File: src/rtl/multicycle_control_unit.sv
// Multicycle control unit for the CSE-BUBBLE datapath: handshake fetch, then
// DECODE -> EXECUTE -> [MEM] -> WB with every control output registered.
module multicycle_control_unit #(
  parameter int unsigned DATA_W       = 32,
  parameter int unsigned IMM_SIGN_EXT = 1,
  parameter int unsigned MEM_TIMEOUT  = 0
) (
  input  logic              clk,
  input  logic              rst_n,
  output logic              instr_req,
  input  logic              instr_valid,
  input  logic [31:0]       instruction,
  input  logic [DATA_W-1:0] pc_plus1,
  input  logic [DATA_W-1:0] regin1,
  input  logic [DATA_W-1:0] regin2,
  output logic [DATA_W-1:0] aluout1,
  output logic [DATA_W-1:0] aluout2,
  input  logic [DATA_W-1:0] aluin,
  input  logic              alu_cond,
  output logic [DATA_W-1:0] regout,
  output logic              write_enable,
  output logic              branch,
  output logic [DATA_W-1:0] offset,
  output logic              pc_update,
  output logic              data_mem_req,
  output logic              data_mem_write_enable,
  input  logic              data_mem_ready,
  output logic [DATA_W-1:0] data_mem_base_address,
  output logic [DATA_W-1:0] data_mem_offset,
  output logic [DATA_W-1:0] data_mem_write_data,
  input  logic [DATA_W-1:0] data_mem_read_data,
  output logic              halted,
  output logic              illegal,
  output logic              mem_error
);

  localparam int unsigned CNT_W = $clog2(MEM_TIMEOUT + 2);
  localparam logic [CNT_W-1:0] TO_LAST = CNT_W'((MEM_TIMEOUT == 0) ? 0 : MEM_TIMEOUT - 1);

  typedef enum logic [2:0] {
    S_FETCH, S_DECODE, S_EXECUTE, S_MEM, S_WB, S_HALT
  } state_t;

  typedef enum logic [3:0] {
    C_ALU_R, C_ALU_I, C_LOAD, C_STORE, C_BRANCH,
    C_J, C_JR, C_JAL, C_HALT, C_ILLEGAL
  } op_class_t;

  state_t           state;
  op_class_t        op_class;
  op_class_t        op_class_d;
  logic [31:0]      ir;
  logic [CNT_W-1:0] mem_cnt;
  logic [DATA_W-1:0] imm_ext;
  logic [DATA_W-1:0] br_off;
  logic [DATA_W-1:0] jmp_off;

  always_comb begin
    op_class_d = C_ILLEGAL;
    case (ir[31:26])
      6'd0, 6'd1, 6'd2, 6'd3, 6'd6, 6'd7, 6'd23:   op_class_d = C_ALU_R;
      6'd4, 6'd5, 6'd8, 6'd9, 6'd10, 6'd11, 6'd24: op_class_d = C_ALU_I;
      6'd12:                                       op_class_d = C_LOAD;
      6'd13:                                       op_class_d = C_STORE;
      6'd14, 6'd15, 6'd16, 6'd17, 6'd18, 6'd19:    op_class_d = C_BRANCH;
      6'd20:                                       op_class_d = C_J;
      6'd21:                                       op_class_d = C_JR;
      6'd22:                                       op_class_d = C_JAL;
      6'd63:                                       op_class_d = C_HALT;
      default:                                     op_class_d = C_ILLEGAL;
    endcase
  end

  always_comb begin
    if (IMM_SIGN_EXT != 0) imm_ext = {{(DATA_W-16){ir[15]}}, ir[15:0]};
    else                   imm_ext = {{(DATA_W-16){1'b0}}, ir[15:0]};
    // Branch displacement always sign-extends from its 21-bit field.
    br_off  = {{(DATA_W-21){ir[25]}}, ir[25:21], ir[15:0]};
    jmp_off = {{(DATA_W-26){1'b0}}, ir[25:0]};
  end

  always_ff @(posedge clk) begin
    if (!rst_n) begin
      state                 <= S_FETCH;
      op_class              <= C_ALU_R;
      ir                    <= '0;
      mem_cnt               <= '0;
      instr_req             <= 1'b0;
      aluout1               <= '0;
      aluout2               <= '0;
      regout                <= '0;
      write_enable          <= 1'b0;
      branch                <= 1'b0;
      offset                <= '0;
      pc_update             <= 1'b0;
      data_mem_req          <= 1'b0;
      data_mem_write_enable <= 1'b0;
      data_mem_base_address <= '0;
      data_mem_offset       <= '0;
      data_mem_write_data   <= '0;
      halted                <= 1'b0;
      illegal               <= 1'b0;
      mem_error             <= 1'b0;
    end else begin
      write_enable <= 1'b0;
      branch       <= 1'b0;
      pc_update    <= 1'b0;
      illegal      <= 1'b0;
      mem_error    <= 1'b0;
      case (state)
        S_FETCH: begin
          if (!instr_req) begin
            instr_req <= 1'b1;
          end else if (instr_valid) begin
            ir        <= instruction;
            instr_req <= 1'b0;
            state     <= S_DECODE;
          end
        end
        S_DECODE: begin
          op_class <= op_class_d;
          if (op_class_d == C_HALT) begin
            halted <= 1'b1;
            state  <= S_HALT;
          end else begin
            aluout1 <= regin1;
            aluout2 <= (op_class_d == C_ALU_I) ? imm_ext : regin2;
            state   <= S_EXECUTE;
          end
        end
        S_EXECUTE: begin
          aluout1 <= '0;
          aluout2 <= '0;
          if (op_class == C_LOAD || op_class == C_STORE) begin
            data_mem_req          <= 1'b1;
            data_mem_write_enable <= (op_class == C_STORE);
            data_mem_base_address <= regin1;
            data_mem_offset       <= imm_ext;
            data_mem_write_data   <= (op_class == C_STORE) ? regin2 : '0;
            mem_cnt               <= '0;
            state                 <= S_MEM;
          end else begin
            pc_update <= 1'b1;
            state     <= S_WB;
            case (op_class)
              C_ALU_R, C_ALU_I: begin
                write_enable <= 1'b1;
                regout       <= aluin;
              end
              C_JAL: begin
                write_enable <= 1'b1;
                regout       <= pc_plus1;
                branch       <= 1'b1;
                offset       <= jmp_off;
              end
              C_BRANCH: begin
                branch <= alu_cond;
                offset <= br_off;
              end
              C_J: begin
                branch <= 1'b1;
                offset <= jmp_off;
              end
              C_JR: begin
                branch <= 1'b1;
                offset <= regin1;
              end
              default: illegal <= 1'b1;
            endcase
          end
        end
        S_MEM: begin
          // Ready is checked first so it wins over a coinciding timeout.
          if (data_mem_ready || (MEM_TIMEOUT != 0 && mem_cnt == TO_LAST)) begin
            data_mem_req          <= 1'b0;
            data_mem_write_enable <= 1'b0;
            data_mem_base_address <= '0;
            data_mem_offset       <= '0;
            data_mem_write_data   <= '0;
            if (data_mem_ready) begin
              pc_update <= 1'b1;
              state     <= S_WB;
              if (op_class == C_LOAD) begin
                write_enable <= 1'b1;
                regout       <= data_mem_read_data;
              end
            end else begin
              mem_error <= 1'b1;
              instr_req <= 1'b1;
              state     <= S_FETCH;
            end
          end else begin
            mem_cnt <= mem_cnt + CNT_W'(1);
          end
        end
        S_WB: begin
          regout    <= '0;
          offset    <= '0;
          instr_req <= 1'b1;
          state     <= S_FETCH;
        end
        S_HALT: begin
          halted <= 1'b1;
        end
        default: state <= S_FETCH;
      endcase
    end
  end

endmodule

File: config.mk
export PLATFORM = sky130hd
export DESIGN_NAME = multicycle_control_unit
export DESIGN_NICKNAME = d
export VERILOG_FILES = /design/src/rtl/multicycle_control_unit.sv
export SDC_FILE = /design/constraint.sdc
export NUM_CORES = 1
export LEC_CHECK = 0
export CAP_MARGIN = 30
export CORE_AREA = 10 10 161 163
export CTS_BUF_LIST = sky130_fd_sc_hd__clkbuf_4
export CTS_CLUSTER_DIAMETER = 80
export DETAILED_ROUTE_END_ITERATION = 10
export DIE_AREA = 0 0 171 173
export DONT_BUFFER_PORTS = 1
export PLACE_DENSITY = 0.68
export RECOVER_POWER = 50
export SLEW_MARGIN = 40
export SYNTH_ARGS = -nofsm -noshare
export SYNTH_HDL_FRONTEND = slang
export SYNTH_SLANG_ARGS = --single-unit
File: constraint.sdc
create_clock -name clk -period 4.83 [get_ports clk]
set_input_delay 0.483 -clock clk [delete_from_list [all_inputs] [get_ports clk]]
set_output_delay 0.483 -clock clk [all_outputs]
set_load 0.02 [all_outputs]
==> results.yml <==
setup_path:
  worstSetupEndpointType: "register"
  critPathArrivalTime_ns: 3.72
  path_max_fanout: 33
  cp.required_ns: 5.38
  critical_path_class: "register to register"
  crit_path_start_kind: "register"
routing:
  vias: 9977
  dr.pass1.iters: 5
  drt-initial-drc-count: 992
  postRouteWirelength_um: 38100
  route.met2.wl_um: 18900
  routed.top_layer: "met4"
  vias_per_cell: 6.04
  routed-wl-met3_um: 4180
  wire_per_inst_um: 23.1
  drc: 0
  antenna_left: 0
  wl_met1_um: 13800
global_routing:
  overflow: 0
  grt_max_degree: 137
  grt_usage_pct: 24.3
  antenna_found_initial: 4
  grt_pass1_vias: 9652
  grt_pass1_wl_um: 57800
finish:
  drive_gt1_share_pct: 10.1
  layout.nets: 1520
  regArea_mm2: 0.00518
  fin_area_mm2: 0.0125
  multi_input_area_mm2: 0.00495
  fill_cells: 2073
  syn_to_final_growth_pct: 16.3
status:
  failed_checks: "max-capacitance violations, max-slew violations"
  status: "finished with violations"
yosys:
  synthCells: 1271
  syn_area_mm2: 0.0108
  synth_area_per_cell_um2: 8.47
  synth.distinct_cells: 61
  async_flop_share_pct: 0
  synth_edf_count: 0
  yosys_warnings: 0
  synth_nets: 1472
  synth-seq-cells: 259
  ys_seq_area_share_pct: 48.2
  synthFlopType: "dfxtp_1"
clock_network:
  ctsLongestPathBuffers: 3
  cts_buffers: 69
  post-cts-setup-buffers: 0
  cts-root-buf: "clkbuf_4"
  cts_tree: "done"
  cts.repair.resized: 0
  insertion_delay_ns: 0.66
  h-tree-depth: 3
  cts_sinks: 259
  cts.clk_slew.worst_paths_ns: 0.07
power:
  powerDensity_mw_per_mm2: 366
  p_sw_share_pct: 26.1
  switchingPower_mw: 1.19
  vdd_drop_max_mv: 0.182
  p_total_mw: 4.58
  power_frac_seq_pct: 50.1
  p_leak_nw: 4.98
  p_clk_share_pct: 42.5
  p_int_mw: 3.39
  combPwrFrac_pct: 7.4
timing:
  fin_crit_sh_pct: 65.6
  period_minus_slack_ns: 3.17
  fmax_ghz: 0.316
  fin_skew_ns: 0.0456
  finalHoldViolations: 0
  tightest_slew_ns: 1.62
  setup_viol_count_final: 0
  final-max-slew-violation-count: 34
  relSlewSlack_pct: -8.24
  rsz0062_at_grt: "no"
  tns_ns: 0
floorplan:
  rows: 55
  coreArea_mm2: 0.0226
  start_util_pct: 47.7
  dieWidth_um: 171
  ios: 430
  die-area_mm2: 0.0296
  die-height_um: 173
job:
  cap_viol_max_count: 1
placement:
  gp_congestion: 0.868
  place_area_mm2: 0.0107
  port-buffer-count: 0
  hpwl_um: 25700
min_path:
  worstHoldPathType: "input port to register"
## metrics by stage
| stage | cells | setup WS, ns | util [%] | hold slack (ns) |
|---|---|---|---|---|
| after detailed placement | 1439 | 1.82 | 47.5 | 0.450 |
| after CTS | 1646 | 1.79 | 55.5 | 0.00485 |
| after floorplan | 1271 | 2.42 | - | 0.436 |
| final | 1651 | 1.66 | 55.4 | 0.0539 |
| after global routing | 1651 | 1.42 | 55.4 | -0.00741 |
| after global placement | 1437 | 1.96 | 47.2 | 0.446 |
## synth_stat cells (2+ instances only)
cell      instances  area, µm²
a21o_1            2       15.0
and2_1            3       18.8
a311oi_1         16        140
clkbuf_1         67        251
a21oi_1         133        666
mux2i_1          35        350
and3_1            5       31.3
a22o_1            8       70.1
nor2_1          133        499
nor3b_1           2       15.0
nor3_1            4       20.0
nor2b_1           6       37.5
a22oi_1          86        646
inv_1            10       37.5
nand2b_1          5       31.3
buf_2            43        215
nand4_1           3       18.8
o21ai_0          23        115
a31oi_1          34        213
o211ai_1         39        293
buf_1             6       22.5
ha_1              4       50.1
dfxtp_1         259       5180
o211a_1          32        320
nand3_1          40        200
nand2_1         215        807
inv_2             2       7.51
o22ai_1           7       43.8
buf_4            17        128
## power by group through the flow
stage / combinational, mW / clock [mW] / sequential [mW]
CTS: 0.336 / 1.99 / 2.30
global placement: 0.247 / 0 / 2.34
floorplan: 0.214 / 0 / 2.31
finish: 0.340 / 1.95 / 2.30
global route: 0.375 / 2.12 / 2.30
detailed placement: 0.254 / 0 / 2.35
## area by class of cell
type	count	share of cell area, %
Sequential cell	259	41.4
Multi-Input combinational cell	867	39.5
Timing Repair Buffer	110	8.78
Clock buffer	94	5.64
Tap cell	285	2.85
Clock inverter	20	1.24
Inverter	12	0.420
Antenna cell	4	0.0800
## sequential cells by signal (all words and copies together) (netlist names)
signal,cells
illegal,1
branch,1
data_mem_offset,16
data_mem_req,1
aluout2,32
pc_update,1
halted,1
write_enable,1
aluout1,32
data_mem_base_address,32
data_mem_write_data,32
op_class,4
instr_req,1
offset,32
data_mem_write_enable,1
ir,32
regout,32
op_class_d,4
state,3
## worst max-delay path, cell delays in order (launching register included)
cell and delay (ns):
dfxtp_1 0.47, nand4bb_1 0.31, nor2_1 0.29, clkbuf_1 1.22, mux2i_1 0.35, and4_1 0.30
a31oi_1 0.13
## final timing paths
kind	from	to	slack [ns]	depth (start not counted)
max reg2reg	state[0]	op_class_d[0]	1.66	6
min	alu_cond	branch	0.05	2
min reg2reg	ir[20]	ir[20]	0.46	2
max	state[0]	op_class_d[0]	1.66	6
## cells by family (layout without fill, tap and decap cells)
group	after synthesis	count (layout)	synth area share (%)
compound gates	393	393	24.7
fa+ha+maj	4	4	0.465
buf+inv	145	236	6.15
flops	259	259	48.2
mux	36	36	3.36
other cells	1	5	0.0349
simple gates	433	433	17.1
## metal layers
layer,vias to the layer above,track usage (%)
li1,4632,-
met1,4696,26.7
met2,554,41.0
met3,95,9.16
met4,0,9.79
met5,-,0
## timing repair
action	4_1_cts	5_1_grt
hold buffers	93	0
hold endpoints to repair	178	0
endpoints found under the setup margin	0	0
## cells in the final DEF, fill, tap and decap left out, types with 3 or more instances in the layout
| master | instances |
|---|---|
| nor3b_1 | 3 |
| a31oi_1 | 34 |
| mux2i_1 | 35 |
| o211ai_1 | 39 |
| nor2_1 | 131 |
| inv_2 | 4 |
| nor3_1 | 4 |
| inv_1 | 10 |
| a22o_1 | 8 |
| dlygate4sd3_1 | 92 |
| a311oi_1 | 16 |
| ha_1 | 4 |
| dfxtp_1 | 259 |
| bufinv_16 | 3 |
| diode_2 | 4 |
| nor2_2 | 3 |
| nand2_1 | 214 |
| a21oi_1 | 133 |
| o21ai_0 | 23 |
| buf_4 | 12 |
| o211a_1 | 32 |
| o22ai_1 | 7 |
| nand2b_1 | 3 |
| a22oi_1 | 86 |
| clkbuf_4 | 94 |
| nand4_1 | 3 |
| nand3_1 | 40 |
| clkinv_1 | 13 |
| nor2b_1 | 4 |
| and3_1 | 5 |
(Power assumes the default switching activity.)
